`src/rtl/spi_pkg.sv`:
```
// Shared types and constants for the SPI target endpoint.
// Mode 0 framing: clock idles low, data travels MSB first.
package spi_pkg;

  typedef enum logic [1:0] {
    IDLE   = 2'd0,
    SHIFT  = 2'd1,
    RELOAD = 2'd2
  } spi_state_e;

  localparam int   DEFAULT_DATA_WIDTH  = 8;
  localparam int   DEFAULT_SYNC_STAGES = 2;
  localparam logic CPOL                = 1'b0;
  localparam logic MSB_FIRST           = 1'b1;

endpackage

```
`src/rtl/spi_pin_sync.sv`:
```
// Multi-stage synchroniser for one asynchronous SPI pin.
// Also produces single-cycle rise and fall pulses from the synchronised level.
module spi_pin_sync #(
  parameter int   STAGES    = 2,
  parameter logic RESET_VAL = 1'b0
) (
  input  logic clk,
  input  logic rst,
  input  logic pin,
  output logic level,
  output logic rise,
  output logic fall
);

  logic [STAGES-1:0] sync_r;
  logic              prev_r;

  // Synchroniser chain plus one delayed copy of the level for edge detection.
  always_ff @(posedge clk) begin
    if (rst) begin
      sync_r <= {STAGES{RESET_VAL}};
      prev_r <= RESET_VAL;
    end else begin
      sync_r <= {sync_r[STAGES-2:0], pin};
      prev_r <= sync_r[STAGES-1];
    end
  end

  assign level = sync_r[STAGES-1];
  assign rise  = level & ~prev_r;
  assign fall  = ~level & prev_r;

endmodule

```
`src/rtl/spi_target_core.sv`:
```
// SPI target endpoint: synchronised pins, MSB-first shift registers and a
// one-entry TX buffer that is consumed at every frame boundary.
module spi_target_core
  import spi_pkg::*;
#(
  parameter int                    DATA_WIDTH  = DEFAULT_DATA_WIDTH,
  parameter int                    SYNC_STAGES = DEFAULT_SYNC_STAGES,
  parameter logic [DATA_WIDTH-1:0] DEFAULT_TX  = 8'hA5
) (
  input  logic                  clk,
  input  logic                  rst,
  input  logic                  spi_sclk,
  input  logic                  spi_cs_n,
  input  logic                  spi_mosi,
  output logic                  spi_miso,
  input  logic [DATA_WIDTH-1:0] tx_data,
  input  logic                  tx_load,
  output logic                  tx_ready,
  output logic [DATA_WIDTH-1:0] rx_data,
  output logic                  rx_valid,
  output logic                  frame_error,
  output logic                  busy
);

  localparam int                CNT_W    = $clog2(DATA_WIDTH);
  localparam logic [CNT_W-1:0]  CNT_ZERO = {CNT_W{1'b0}};
  localparam logic [CNT_W-1:0]  CNT_LAST = CNT_W'(DATA_WIDTH - 1);
  localparam logic [DATA_WIDTH-1:0] WORD_ZERO = {DATA_WIDTH{1'b0}};

  logic sclk_level_unused_s, sclk_rise_s, sclk_fall_s;
  logic cs_level_s, cs_rise_s, cs_fall_s;
  logic mosi_s, mosi_rise_unused_s, mosi_fall_unused_s;

  spi_pin_sync #(.STAGES(SYNC_STAGES), .RESET_VAL(CPOL)) u_sync_sclk (
    .clk(clk), .rst(rst), .pin(spi_sclk),
    .level(sclk_level_unused_s), .rise(sclk_rise_s), .fall(sclk_fall_s)
  );

  spi_pin_sync #(.STAGES(SYNC_STAGES), .RESET_VAL(1'b1)) u_sync_cs (
    .clk(clk), .rst(rst), .pin(spi_cs_n),
    .level(cs_level_s), .rise(cs_rise_s), .fall(cs_fall_s)
  );

  spi_pin_sync #(.STAGES(SYNC_STAGES), .RESET_VAL(1'b0)) u_sync_mosi (
    .clk(clk), .rst(rst), .pin(spi_mosi),
    .level(mosi_s), .rise(mosi_rise_unused_s), .fall(mosi_fall_unused_s)
  );

  spi_state_e            state_r, state_nx;
  logic [CNT_W-1:0]      bit_cnt_r, bit_cnt_nx;
  logic [DATA_WIDTH-1:0] tx_shift_r, tx_shift_nx;
  logic [DATA_WIDTH-1:0] rx_shift_r, rx_shift_nx;
  logic [DATA_WIDTH-1:0] rx_data_r, rx_data_nx;
  logic [DATA_WIDTH-1:0] tx_buf_r, tx_buf_nx;
  logic                  tx_ready_r, tx_ready_nx;
  logic                  miso_r, miso_nx;
  logic                  rx_valid_r, rx_valid_nx;
  logic                  frame_error_r, frame_error_nx;
  logic                  consume_s;
  logic [DATA_WIDTH-1:0] tx_word_s;

  // An empty buffer at a frame boundary falls back to the default response.
  assign tx_word_s = tx_ready_r ? DEFAULT_TX : tx_buf_r;

  // Register every piece of state and every output.
  always_ff @(posedge clk) begin
    if (rst) begin
      state_r       <= IDLE;
      bit_cnt_r     <= CNT_ZERO;
      tx_shift_r    <= WORD_ZERO;
      rx_shift_r    <= WORD_ZERO;
      rx_data_r     <= WORD_ZERO;
      tx_buf_r      <= WORD_ZERO;
      tx_ready_r    <= 1'b1;
      miso_r        <= 1'b0;
      rx_valid_r    <= 1'b0;
      frame_error_r <= 1'b0;
    end else begin
      state_r       <= state_nx;
      bit_cnt_r     <= bit_cnt_nx;
      tx_shift_r    <= tx_shift_nx;
      rx_shift_r    <= rx_shift_nx;
      rx_data_r     <= rx_data_nx;
      tx_buf_r      <= tx_buf_nx;
      tx_ready_r    <= tx_ready_nx;
      miso_r        <= miso_nx;
      rx_valid_r    <= rx_valid_nx;
      frame_error_r <= frame_error_nx;
    end
  end

  // Frame FSM and shift datapath; CS release outranks any SCLK edge.
  always_comb begin
    state_nx       = state_r;
    bit_cnt_nx     = bit_cnt_r;
    tx_shift_nx    = tx_shift_r;
    rx_shift_nx    = rx_shift_r;
    rx_data_nx     = rx_data_r;
    miso_nx        = miso_r;
    rx_valid_nx    = 1'b0;
    frame_error_nx = 1'b0;
    consume_s      = 1'b0;
    if (cs_rise_s) begin
      state_nx    = IDLE;
      miso_nx     = 1'b0;
      bit_cnt_nx  = CNT_ZERO;
      rx_shift_nx = WORD_ZERO;
      if ((state_r == SHIFT) && (bit_cnt_r != CNT_ZERO)) begin
        frame_error_nx = 1'b1;
      end else begin
        frame_error_nx = 1'b0;
      end
    end else begin
      case (state_r)
        IDLE: begin
          bit_cnt_nx = CNT_ZERO;
          miso_nx    = 1'b0;
          if (cs_fall_s) begin
            consume_s   = 1'b1;
            tx_shift_nx = tx_word_s;
            miso_nx     = tx_word_s[DATA_WIDTH-1];
            state_nx    = SHIFT;
          end else begin
            state_nx = IDLE;
          end
        end
        SHIFT: begin
          if (sclk_rise_s) begin
            rx_shift_nx = {rx_shift_r[DATA_WIDTH-2:0], mosi_s};
            if (bit_cnt_r == CNT_LAST) begin
              rx_data_nx  = {rx_shift_r[DATA_WIDTH-2:0], mosi_s};
              rx_valid_nx = 1'b1;
              bit_cnt_nx  = CNT_ZERO;
              state_nx    = RELOAD;
            end else begin
              bit_cnt_nx = bit_cnt_r + CNT_W'(1);
            end
          end else if (sclk_fall_s) begin
            tx_shift_nx = {tx_shift_r[DATA_WIDTH-2:0], 1'b0};
            miso_nx     = tx_shift_r[DATA_WIDTH-2];
          end else begin
            state_nx = SHIFT;
          end
        end
        RELOAD: begin
          if (sclk_fall_s) begin
            consume_s   = 1'b1;
            tx_shift_nx = tx_word_s;
            miso_nx     = tx_word_s[DATA_WIDTH-1];
            state_nx    = SHIFT;
          end else begin
            state_nx = RELOAD;
          end
        end
        default: begin
          state_nx   = IDLE;
          bit_cnt_nx = CNT_ZERO;
          miso_nx    = 1'b0;
        end
      endcase
    end
  end

  // TX buffer: a consume empties it, a load is accepted only into an empty
  // buffer, so a load racing a consume of an empty buffer survives it.
  always_comb begin
    tx_buf_nx   = tx_buf_r;
    tx_ready_nx = tx_ready_r;
    if (consume_s) begin
      tx_ready_nx = 1'b1;
    end else begin
      tx_ready_nx = tx_ready_r;
    end
    if (tx_load && tx_ready_r) begin
      tx_buf_nx   = tx_data;
      tx_ready_nx = 1'b0;
    end else begin
      tx_buf_nx = tx_buf_r;
    end
  end

  assign spi_miso    = miso_r;
  assign tx_ready    = tx_ready_r;
  assign rx_data     = rx_data_r;
  assign rx_valid    = rx_valid_r;
  assign frame_error = frame_error_r;
  assign busy        = ~cs_level_s;

endmodule

```
`config.mk`:
```
export PLATFORM = sky130hd
export DESIGN_NAME = spi_target_core
export DESIGN_NICKNAME = d
export VERILOG_FILES = /design/src/rtl/spi_pkg.sv /design/src/rtl/spi_pin_sync.sv /design/src/rtl/spi_target_core.sv
export SDC_FILE = /design/constraint.sdc
export NUM_CORES = 1
export LEC_CHECK = 0
export CAP_MARGIN = 5
export CORE_MARGIN = 2
export CORE_UTILIZATION = 53
export DETAILED_ROUTE_END_ITERATION = 6
export GPL_TIMING_DRIVEN = 1
export PLACE_DENSITY = 0.77
export SYNTH_ARGS = -nofsm -noshare
export SYNTH_HDL_FRONTEND = slang
export SYNTH_HIERARCHICAL = 1
export SYNTH_SLANG_ARGS = --single-unit
```
`constraint.sdc`:
```
create_clock -name clk -period 2 [get_ports clk]
set_input_delay 0.4 -clock clk [delete_from_list [all_inputs] [get_ports clk]]
set_output_delay 0.4 -clock clk [all_outputs]
set_load 0.01 [all_outputs]
```
==> flow_summary.yaml <==
status:
  status: "finished, final reports clean"
cts:
  ctsResizeCount: 0
  clkLatencyLatePin_ps: 290
  cts_tree: "done"
  clockBufferDepth: 2
  cts_num_sinks: 47
  cts_buffers: 5
  clk_pin_slew_ps: 80
  clk_root_buffer_cell: "clkbuf_8"
  hold_buffers: 0
  post_cts_buffers: 0
  htree_num_levels: 2
routing:
  drtIter0Drc: 75
  antenna_left: 0
  drc: 0
  drtPass1Iterations: 5
  route.final.wire_length_um: 3575
  avgViaCountPerCell: 5.288
  wire_per_inst_um: 12.54
  vias: 1507
cells_and_area:
  num_antenna_cells: 0
  instances_no_fill: 285
  mostFrequentLayoutCell: "dfxtp_1"
  layout.nets: 255
  final_cell_mix: "47 x dfxtp_1, 26 x clkdlybuf4s50_1, 23 x a21oi_1"
  drive_above_1_share: 0.1224
  synthToLayoutAreaGrowth_pct: 20.14
job:
  cap_violations: 0
setup_path:
  crit_fanout: 14
  rr_startpoint: "u_sync_cs/sync_r[1]$_SDFF_PP1_"
  crit_path_end: "tx_shift_r[3]$_SDFFE_PP0P_"
  reg2reg_slack_ps: 270
  required_ps: 2220
  end_kind: "register"
  path_class: "register to register"
  reg2reg_depth: 5
  critPathLaunch: "u_sync_cs/sync_r[1]$_SDFF_PP1_"
  start_kind: "register"
  arrival_ps: 1950
  r2r-end: "tx_shift_r[3]$_SDFFE_PP0P_"
sta:
  finalHoldViolCount: 0
  holdWs_ps: 405.2
  rsz0062_at_grt: "no"
  finalCritPeriodShare: 0.8640
  post-route-min-period_ps: 1728
  slew_headroom: 0.6648
  clock-skew-final_ps: 3.650
  setup_viol: 0
  tightest_slew_ps: 501.1
  tns_ps: 0
  finalMaxSlewViolations: 0
  max_freq_ghz: 0.5787
floorplanning:
  die_w_um: 64.67
  die_area_um2: 4182
  die_h_um: 64.67
  io_pins: 27
  initial_core_util: 0.5409
  core_area_um2: 3606
  num_rows: 22
logic_synthesis:
  syn_nets: 226
  synthesis.area_um2: 1951
  netlist_instances: 209
  avgSynthCellArea_um2: 9.333
  yosys_warnings: 6
place:
  dpl.cell_count: 279
  port_buffers: 26
  gp_congestion: 0.8219
  place_hpwl_um: 2579
global_route:
  grt_start_max_net_pins: 20
  grt_pass1_wl_um: 6375
  antenna_found_initial: 0
  track_usage: 0.1958
  grt_pass1_vias: 1432
  gr-total-overflow: 0
power_and_ir_drop:
  power.leakage_uw: 0.0008058
  powerDensity_nw_per_um2: 701.3
  ir_worst_vdd_uv: 441.3
worst_hold_path:
  hold_path.class: "register to register"
## registers in the layout, indices dropped and copies added (netlist names), 2 cells and up
| register | cells |
|---|---|
| bit_cnt_r | 3 |
| rx_data | 8 |
| rx_shift_r | 7 |
| state_r | 2 |
| tx_buf_r | 8 |
| tx_shift_r | 7 |
| u_sync_cs/sync_r | 2 |
| u_sync_mosi/sync_r | 2 |
| u_sync_sclk/sync_r | 2 |
## critical path, stage by stage, from the launching register on
cell and delay (ps):
dfxtp_1 330, and2b_1 220, or3b_4 390, a31oi_4 430, nor2_1 100, a211oi_2 190
## metrics by stage
stage          utilization  setup slack, ps  total power, uW  instance area (um^2)
6_report            0.6499            272.0             1644                  2344
2_1_floorplan            -            444.7             1095                  1951
3_5_place_dp        0.6298            252.8             1156                  2271
3_3_place_gp        0.6298            317.3             1152                  2271
5_1_grt             0.6499            116.0             1720                  2344
4_1_cts             0.6499            260.3             1663                  2344
## final cells by class
cell class                 count  area (um^2)
clock buffer                   6        72.57
fill                         308         1262
inverter                       4        15.01
multi-input combinational    144        919.6
sequential                    47        940.9
tap                           48        60.06
timing repair buffer          36        335.3
## report_power, final
group	internal [uW]	switching [uW]
combinational	75.9	80.5
sequential	962	14.8
clock	233	277
total	1270	372
## how the worst min path moves through the flow
| stage | startpoint | to | slack, ps | cells after the start |
|---|---|---|---|---|
| after global placement | u_sync_cs/sync_r[0]$_SDFF_PP1_ | u_sync_cs/sync_r[1]$_SDFF_PP1_ | 390 | 1 |
| after detailed placement | u_sync_cs/sync_r[0]$_SDFF_PP1_ | u_sync_cs/sync_r[1]$_SDFF_PP1_ | 390 | 1 |
| after floorplan | u_sync_cs/sync_r[0]$_SDFF_PP1_ | u_sync_cs/sync_r[1]$_SDFF_PP1_ | 380 | 1 |
| final | u_sync_cs/sync_r[0]$_SDFF_PP1_ | u_sync_cs/sync_r[1]$_SDFF_PP1_ | 410 | 1 |
| after global routing | u_sync_cs/sync_r[0]$_SDFF_PP1_ | u_sync_cs/sync_r[1]$_SDFF_PP1_ | 430 | 1 |
| after CTS | u_sync_cs/sync_r[0]$_SDFF_PP1_ | u_sync_cs/sync_r[1]$_SDFF_PP1_ | 410 | 1 |
## routing by layer
layer	vias to the layer above	global-route usage	routed length, um
met1	692	0.2527	1704
li1	776	-	-
met3	5	0.05035	169
met4	0	0.07181	46
met5	-	0	0
met2	34	0.3164	1654
Power figures use the tool's default switching activity.
